`src/rtl/seven_seg_scanner.sv`:
```
// seven_seg_scanner
//   Multiplexed seven-segment driver for the parking-lot occupancy/fee
//   display. Scan and blink rates come in as square waves from the clock
//   divider and are sampled in the clk domain; no logic is clocked by them.
//   Display data is double-buffered and swapped only at frame boundaries.
//
// Ports
//   clk          system clock
//   reset        asynchronous active-high reset
//   scan_clk     500 Hz square wave, one digit step per rising edge
//   blink_clk    2 Hz square wave, blink phase
//   digits       BCD per digit, digit k in [4k+3:4k]
//   dp           decimal point per digit
//   blink_mask   per-digit blink enable
//   update       one-cycle strobe capturing digits/dp/blink_mask
//   seg          segments {g,f,e,d,c,b,a}
//   seg_dp       decimal point segment
//   an           one-hot digit enable
//   frame_start  one-cycle pulse when digit 0 begins
//
// Configuration
//   SEVEN_SEG_BLINK_EN  when defined, masked digits have their anode held
//                       off while the synchronised blink phase is low.
//                       When undefined, blink_clk and blink_mask are ignored.

module seven_seg_scanner #(
    parameter int NUM_DIGITS     = 4,
    parameter int SEG_ACTIVE_LOW = 1,
    parameter int AN_ACTIVE_LOW  = 1
) (
    input  logic                    clk,
    input  logic                    reset,
    input  logic                    scan_clk,
    input  logic                    blink_clk,
    input  logic [4*NUM_DIGITS-1:0] digits,
    input  logic [NUM_DIGITS-1:0]   dp,
    input  logic [NUM_DIGITS-1:0]   blink_mask,
    input  logic                    update,
    output logic [6:0]              seg,
    output logic                    seg_dp,
    output logic [NUM_DIGITS-1:0]   an,
    output logic                    frame_start
);

    localparam int                    IW      = (NUM_DIGITS > 1) ? $clog2(NUM_DIGITS) : 1;
    localparam logic [IW-1:0]         LAST    = IW'(NUM_DIGITS - 1);
    localparam logic [6:0]            SEG_OFF = (SEG_ACTIVE_LOW != 0) ? 7'h7F : 7'h00;
    localparam logic                  DP_OFF  = (SEG_ACTIVE_LOW != 0);
    localparam logic [NUM_DIGITS-1:0] AN_OFF  = (AN_ACTIVE_LOW != 0) ? '1 : '0;

    function automatic logic [6:0] bcd_to_seg(input logic [3:0] bcd);
        logic [6:0] s;
        case (bcd)
            4'd0:    s = 7'h3F;
            4'd1:    s = 7'h06;
            4'd2:    s = 7'h5B;
            4'd3:    s = 7'h4F;
            4'd4:    s = 7'h66;
            4'd5:    s = 7'h6D;
            4'd6:    s = 7'h7D;
            4'd7:    s = 7'h07;
            4'd8:    s = 7'h7F;
            4'd9:    s = 7'h6F;
            default: s = 7'h00;
        endcase
        return s;
    endfunction

    // ---------------- input synchronisation ----------------
    logic scan_s1, scan_s2, scan_s3;
    logic scan_tick;

    always_ff @(posedge clk or posedge reset) begin
        if (reset) begin
            scan_s1 <= 1'b0;
            scan_s2 <= 1'b0;
            scan_s3 <= 1'b0;
        end else begin
            scan_s1 <= scan_clk;
            scan_s2 <= scan_s1;
            scan_s3 <= scan_s2;
        end
    end

    assign scan_tick = scan_s2 & ~scan_s3;

    // ---------------- digit index ----------------
    logic [IW-1:0] idx;
    logic          wrap_now;

    assign wrap_now = scan_tick && (idx == LAST);

    always_ff @(posedge clk or posedge reset) begin
        if (reset) begin
            idx <= LAST;
        end else if (scan_tick) begin
            idx <= (idx == LAST) ? '0 : idx + 1'b1;
        end
    end

    // ---------------- double buffer ----------------
    logic [4*NUM_DIGITS-1:0] stage_digits, shadow_digits;
    logic [NUM_DIGITS-1:0]   stage_dp, shadow_dp;
    logic                    pending;

    // An update landing on the wrap edge goes straight to the shadow so the
    // frame that is just starting already shows it.
    always_ff @(posedge clk or posedge reset) begin
        if (reset) begin
            stage_digits  <= '0;
            stage_dp      <= '0;
            shadow_digits <= '0;
            shadow_dp     <= '0;
            pending       <= 1'b0;
        end else if (update && wrap_now) begin
            stage_digits  <= digits;
            stage_dp      <= dp;
            shadow_digits <= digits;
            shadow_dp     <= dp;
            pending       <= 1'b0;
        end else if (update) begin
            stage_digits  <= digits;
            stage_dp      <= dp;
            pending       <= 1'b1;
        end else if (wrap_now && pending) begin
            shadow_digits <= stage_digits;
            shadow_dp     <= stage_dp;
            pending       <= 1'b0;
        end
    end

    // ---------------- current digit select ----------------
    logic [3:0]            cur_bcd;
    logic                  cur_dp;
    logic [NUM_DIGITS-1:0] cur_onehot;
    logic                  hide;

`ifdef SEVEN_SEG_BLINK_EN
    logic                  blink_s1, blink_s;
    logic [NUM_DIGITS-1:0] stage_blink, shadow_blink;
    logic                  cur_blink;

    always_ff @(posedge clk or posedge reset) begin
        if (reset) begin
            blink_s1 <= 1'b0;
            blink_s  <= 1'b0;
        end else begin
            blink_s1 <= blink_clk;
            blink_s  <= blink_s1;
        end
    end

    always_ff @(posedge clk or posedge reset) begin
        if (reset) begin
            stage_blink  <= '0;
            shadow_blink <= '0;
        end else if (update && wrap_now) begin
            stage_blink  <= blink_mask;
            shadow_blink <= blink_mask;
        end else if (update) begin
            stage_blink  <= blink_mask;
        end else if (wrap_now && pending) begin
            shadow_blink <= stage_blink;
        end
    end

    always_comb begin
        cur_blink = 1'b0;
        for (int k = 0; k < NUM_DIGITS; k++) begin
            if (idx == IW'(k)) cur_blink = shadow_blink[k];
        end
    end

    assign hide = cur_blink & ~blink_s;
`else
    logic unused_blink;
    assign unused_blink = ^{blink_clk, blink_mask};
    assign hide = 1'b0;
`endif

    always_comb begin
        cur_bcd    = '0;
        cur_dp     = 1'b0;
        cur_onehot = '0;
        for (int k = 0; k < NUM_DIGITS; k++) begin
            if (idx == IW'(k)) begin
                cur_bcd       = shadow_digits[4*k +: 4];
                cur_dp        = shadow_dp[k];
                cur_onehot[k] = 1'b1;
            end
        end
    end

    // ---------------- anti-ghost and output registers ----------------
    // blank is high for the one cycle after a tick, so the anodes stay off
    // while seg switches to the new digit. armed keeps the anodes off after
    // reset until the first tick has selected digit 0.
    logic blank, wrap_q, armed;
    logic [6:0] dec;

    assign dec = bcd_to_seg(cur_bcd);

    always_ff @(posedge clk or posedge reset) begin
        if (reset) begin
            blank  <= 1'b0;
            wrap_q <= 1'b0;
            armed  <= 1'b0;
        end else begin
            blank  <= scan_tick;
            wrap_q <= wrap_now;
            if (scan_tick) armed <= 1'b1;
        end
    end

    always_ff @(posedge clk or posedge reset) begin
        if (reset) begin
            seg         <= SEG_OFF;
            seg_dp      <= DP_OFF;
            an          <= AN_OFF;
            frame_start <= 1'b0;
        end else begin
            seg         <= (SEG_ACTIVE_LOW != 0) ? ~dec : dec;
            seg_dp      <= (SEG_ACTIVE_LOW != 0) ? ~cur_dp : cur_dp;
            if (blank || !armed || hide)
                an <= AN_OFF;
            else
                an <= (AN_ACTIVE_LOW != 0) ? ~cur_onehot : cur_onehot;
            frame_start <= wrap_q;
        end
    end

endmodule
```
`config.mk`:
```
export PLATFORM = sky130hd
export DESIGN_NAME = seven_seg_scanner
export DESIGN_NICKNAME = d
export VERILOG_FILES = /design/src/rtl/seven_seg_scanner.sv
export SDC_FILE = /design/constraint.sdc
export NUM_CORES = 1
export LEC_CHECK = 0
export ABC_AREA = 0
export CAP_MARGIN = 20
export CORE_MARGIN = 2
export CORE_UTILIZATION = 48
export DETAILED_ROUTE_END_ITERATION = 8
export PLACE_DENSITY = 0.84
export REMOVE_ABC_BUFFERS = 1
export SLEW_MARGIN = 10
export SYNTH_ARGS = -nofsm -noshare
export SYNTH_HDL_FRONTEND = slang
export SYNTH_SLANG_ARGS = --single-unit
```
`constraint.sdc`:
```
create_clock -name clk -period 2.6 [get_ports clk]
set_input_delay 0.52 -clock clk [delete_from_list [all_inputs] [get_ports clk]]
set_output_delay 0.52 -clock clk [all_outputs]
set_load 0.02 [all_outputs]
```
==> metrics.md <==
| Metric | Value |
|---|---|
| Status | `complete, no violations` |
| Switch Pwr | `1.348 mW` |
| Mapped Area | `2716 µm²` |
| Pleak | `1.499 nW` |
| Int Power | `between 2 and 3 mW` |
| Clk slew on worst S/H paths | `around 60 ps` |
| Syn_area_per_cell | `13.58 µm²` |
| H-tree levels | `3` |
| Peak VDD IR | `0.6039 mV` |
| R2R depth | `9` |
| Total of max-cap violations | `0` |
| FF+latch count, synth | `62` |
| Critical path capture point type | `register` |
| IO buf count | `36` |
| PwrDens | `1208 nW/µm²` |
| Slew Viols, Final | `0` |
| Compound-cell area share of the yosys netlist | `8.982%` |
| Count leader, synth | `dfrtp_1` |
| Drt via density | `5.089` |
| Combinational group share of total power | `42.9%` |
| Share of cells above drive strength 1 | `33.20%` |
| Setup TNS | `0 ps` |
| CTS Hold Bufs | `0` |
| Yosys warns | `0` |
| Hold Path Stages | `0` |
| Clock share of power | `20.4%` |
| Synthesized-area fraction occupied by and/or/nand/nor cells | `slightly above 9%` |
| Initial Util | `49.63%` |
| CP cell instances | `inv_1 > ha_1 > a211o_1 > o221ai_1 > inv_1 > ha_1 > or3_1 > o32ai_1 > mux2i_1` |
| DP Cell Count | `309` |
| Largest net degree at the start of global routing | `37` |
| Final setup margin | `about 220 ps` |
| Final Skew | `3.811 ps` |
| Vias | `1654` |
| WL/cell | `about 14 µm` |
| Utilization after layout | `62.05%` |
| Final period utilization | `91.60%` |
| Final HPWL DP | `3243 µm` |
| Design Area, Final | `3396 µm²` |
| CP Data Arrival Time | `2630 ps` |
| Core Box Area | `5473 µm²` |
| Adder-cell share of the synthesized area | `4.146%` |
| Async SR Flop Fraction | `100.0%` |
| Routability Congestion | `0.7758` |
| Final #Nets | `~290` |
| Die width | `79.23 µm` |
| Area Overhead vs Synth | `25.01%` |
| Required time worst endpoint | `~2900 ps` |
| DRC | `0` |
| Synth cell count leaders | `dfrtp_1 (48), mux2_2 (33), dfstp_2 (14)` |
| Hold_ws | `350.8 ps` |
| Relative slew slack | `61.16%` |
| Total Power | `approximately 4 mW` |
| Fin crit period | `about 2400 ps` |
| Final WL | `4581 µm` |
| CP Max Fanout | `6` |
| CTS Buf Count | `9` |
| Final Setup Violations | `0` |
| Largest family of logic cells by synthesized area | `multiplexers` |
| Critical path launch point type | `register` |
| Ports | `42` |
| Final Non-Filler Cells | `325` |
| Synth cell types | `47` |
| Critical path's largest stage delay | `540 ps` |
| GRT Overall Usage | `between 10% and 20%` |
| Cell Area, Placed | `3192 µm²` |
| Root Buffer | `clkbuf_8` |
| Post_cts resized | `0` |
| Global-route wire length before repair | `7596 µm` |
| Placement Setup Slack | `147.2 ps` |
| Antenna diodes | `0` |
| Worst Hold Class | `register to register` |
| Xor and xnor fraction of the mapped netlist area | `0%` |
| EDFF count, synth | `0` |
| Top cell type's share of synthesized area | `about 44%` |
| Final Hold Viols | `0` |
| Antenna viol nets, final | `0` |
| Register-to-register setup slack | `220 ps` |
| Number of antenna violations at the first check in global routing | `0` |
| Row cnt | `27` |
| Post-synthesis cell count | `200` |
| Die Ht | `79.23 µm` |
| CTS tree | `yes` |
| Register area share after synthesis | `between 50% and 60%` |
| Buffer depth of the longest clock path | `2` |
| Sink Count | `62` |
| RSZ-0062 raised after global routing | `no` |
| Crit-path slowest cell | `dfstp_2` |
| Remaining global-route overflow | `0` |
| Die area | `6277 µm²` |
| Setup bufs post-CTS | `0` |
| Reg power frac | `36.7%` |
| Max Fclk | `0.4199 GHz` |
| Synth area leader | `dfrtp_1` |
| DRT Pass-1 Iters | `4` |
| Vias in the first global route | `1676` |
| Kind of critical path | `register to register` |
| Starting DRT DRC Count | `between 50 and 60` |
| Filler cell count | `423` |
| Sw Ratio | `32.86%` |
| Most area-consuming cells after synthesis | `dfrtp_1 (44%), mux2_2 (14%), dfstp_2 (14%)` |
| Clk_lat worst skew | `330 ps` |
| Top_reg_cell synth | `dfrtp_1` |
| Tightest Pin Transition | `roughly 580 ps` |
| Post-synthesis mux area share | `17.18%` |
## kinds of logic after synthesis
group | Yosys count
AOI/OAI and AO/OA | 30
adders and majority gates | 9
buffers and inverters | 15
DFF | 62
muxes | 42
and+or+nand+nor | 42
## layout make-up
type	instances	area (µm²)	area share [%]
flip-flops and latches	62	1569	46.20
multi-input cells	123	1072	31.58
repair buffers	44	432.9	12.75
clock buffers	13	158.9	4.679
well taps	72	90.09	2.653
clock inverters	3	42.54	1.253
inverters	8	30.03	0.8843
## routing by layer
metal / GRT usage (%) / routed length [µm] / vias up
met5: 0 / 0 / -
li1: - / - / 799
met1: 18.79 / 2007 / 809
met4: 9.828 / 120 / 0
met2: 26.95 / 2266 / 34
met3: 5.227 / 186 / 12
## sequential cells by signal, summed over array words and instances, names as in the netlist, 2 cells and up
register / cells
seg: 7
shadow_digits: 16
an: 4
stage_dp: 4
shadow_dp: 4
stage_digits: 16
idx: 2
## critical path: cells and delay by family, from the launching register on
kind                     cells  cell delay (ps)
AND/OR/NAND/NOR              1              380
multiplexers                 1              110
AO/OA/AOI/OAI                3              650
buffers and inverters        2              160
flip-flops                   1              540
adder cells (fa/ha/maj)      2              440
## power by group through the flow
stage | clock network (mW) | registers [mW] | logic, mW
after floorplan | 0 | 1.60 | 1.17
after global placement | 0 | 1.51 | 1.72
after detailed placement | 0 | 1.52 | 1.77
after CTS | 0.860 | 1.51 | 1.78
after global routing | 0.907 | 1.54 | 1.95
final | 0.837 | 1.50 | 1.76
## path summary, 6_finish.rpt
check | startpoint | end
max | idx[1]$_DFFE_PP1N_ | seg[6]$_DFF_PP1_
min | scan_s1$_DFF_PP0_ | scan_s2$_DFF_PP0_
max reg2reg | idx[1]$_DFFE_PP1N_ | seg[6]$_DFF_PP1_
min reg2reg | scan_s1$_DFF_PP0_ | scan_s2$_DFF_PP0_
max in group asynchronous | reset | an[2]$_DFF_PP1_
min in group asynchronous | reset | stage_digits[8]$_DFFE_PP0P_
## cells in the final DEF (no fill, tap or decap), types with 3 or more instances in the layout
cell              n
dfrtp_1          48
clkdlybuf4s50_1  36
mux2_2           33
dfstp_2          14
nand2_1          12
clkbuf_8         11
nor2b_1           9
mux2i_1           8
ha_1              8
buf_4             7
nor2_1            6
o21ai_0           6
inv_1             6
a22oi_1           5
a21o_1            3
Note: power is estimated with default switching activity, not from simulation.
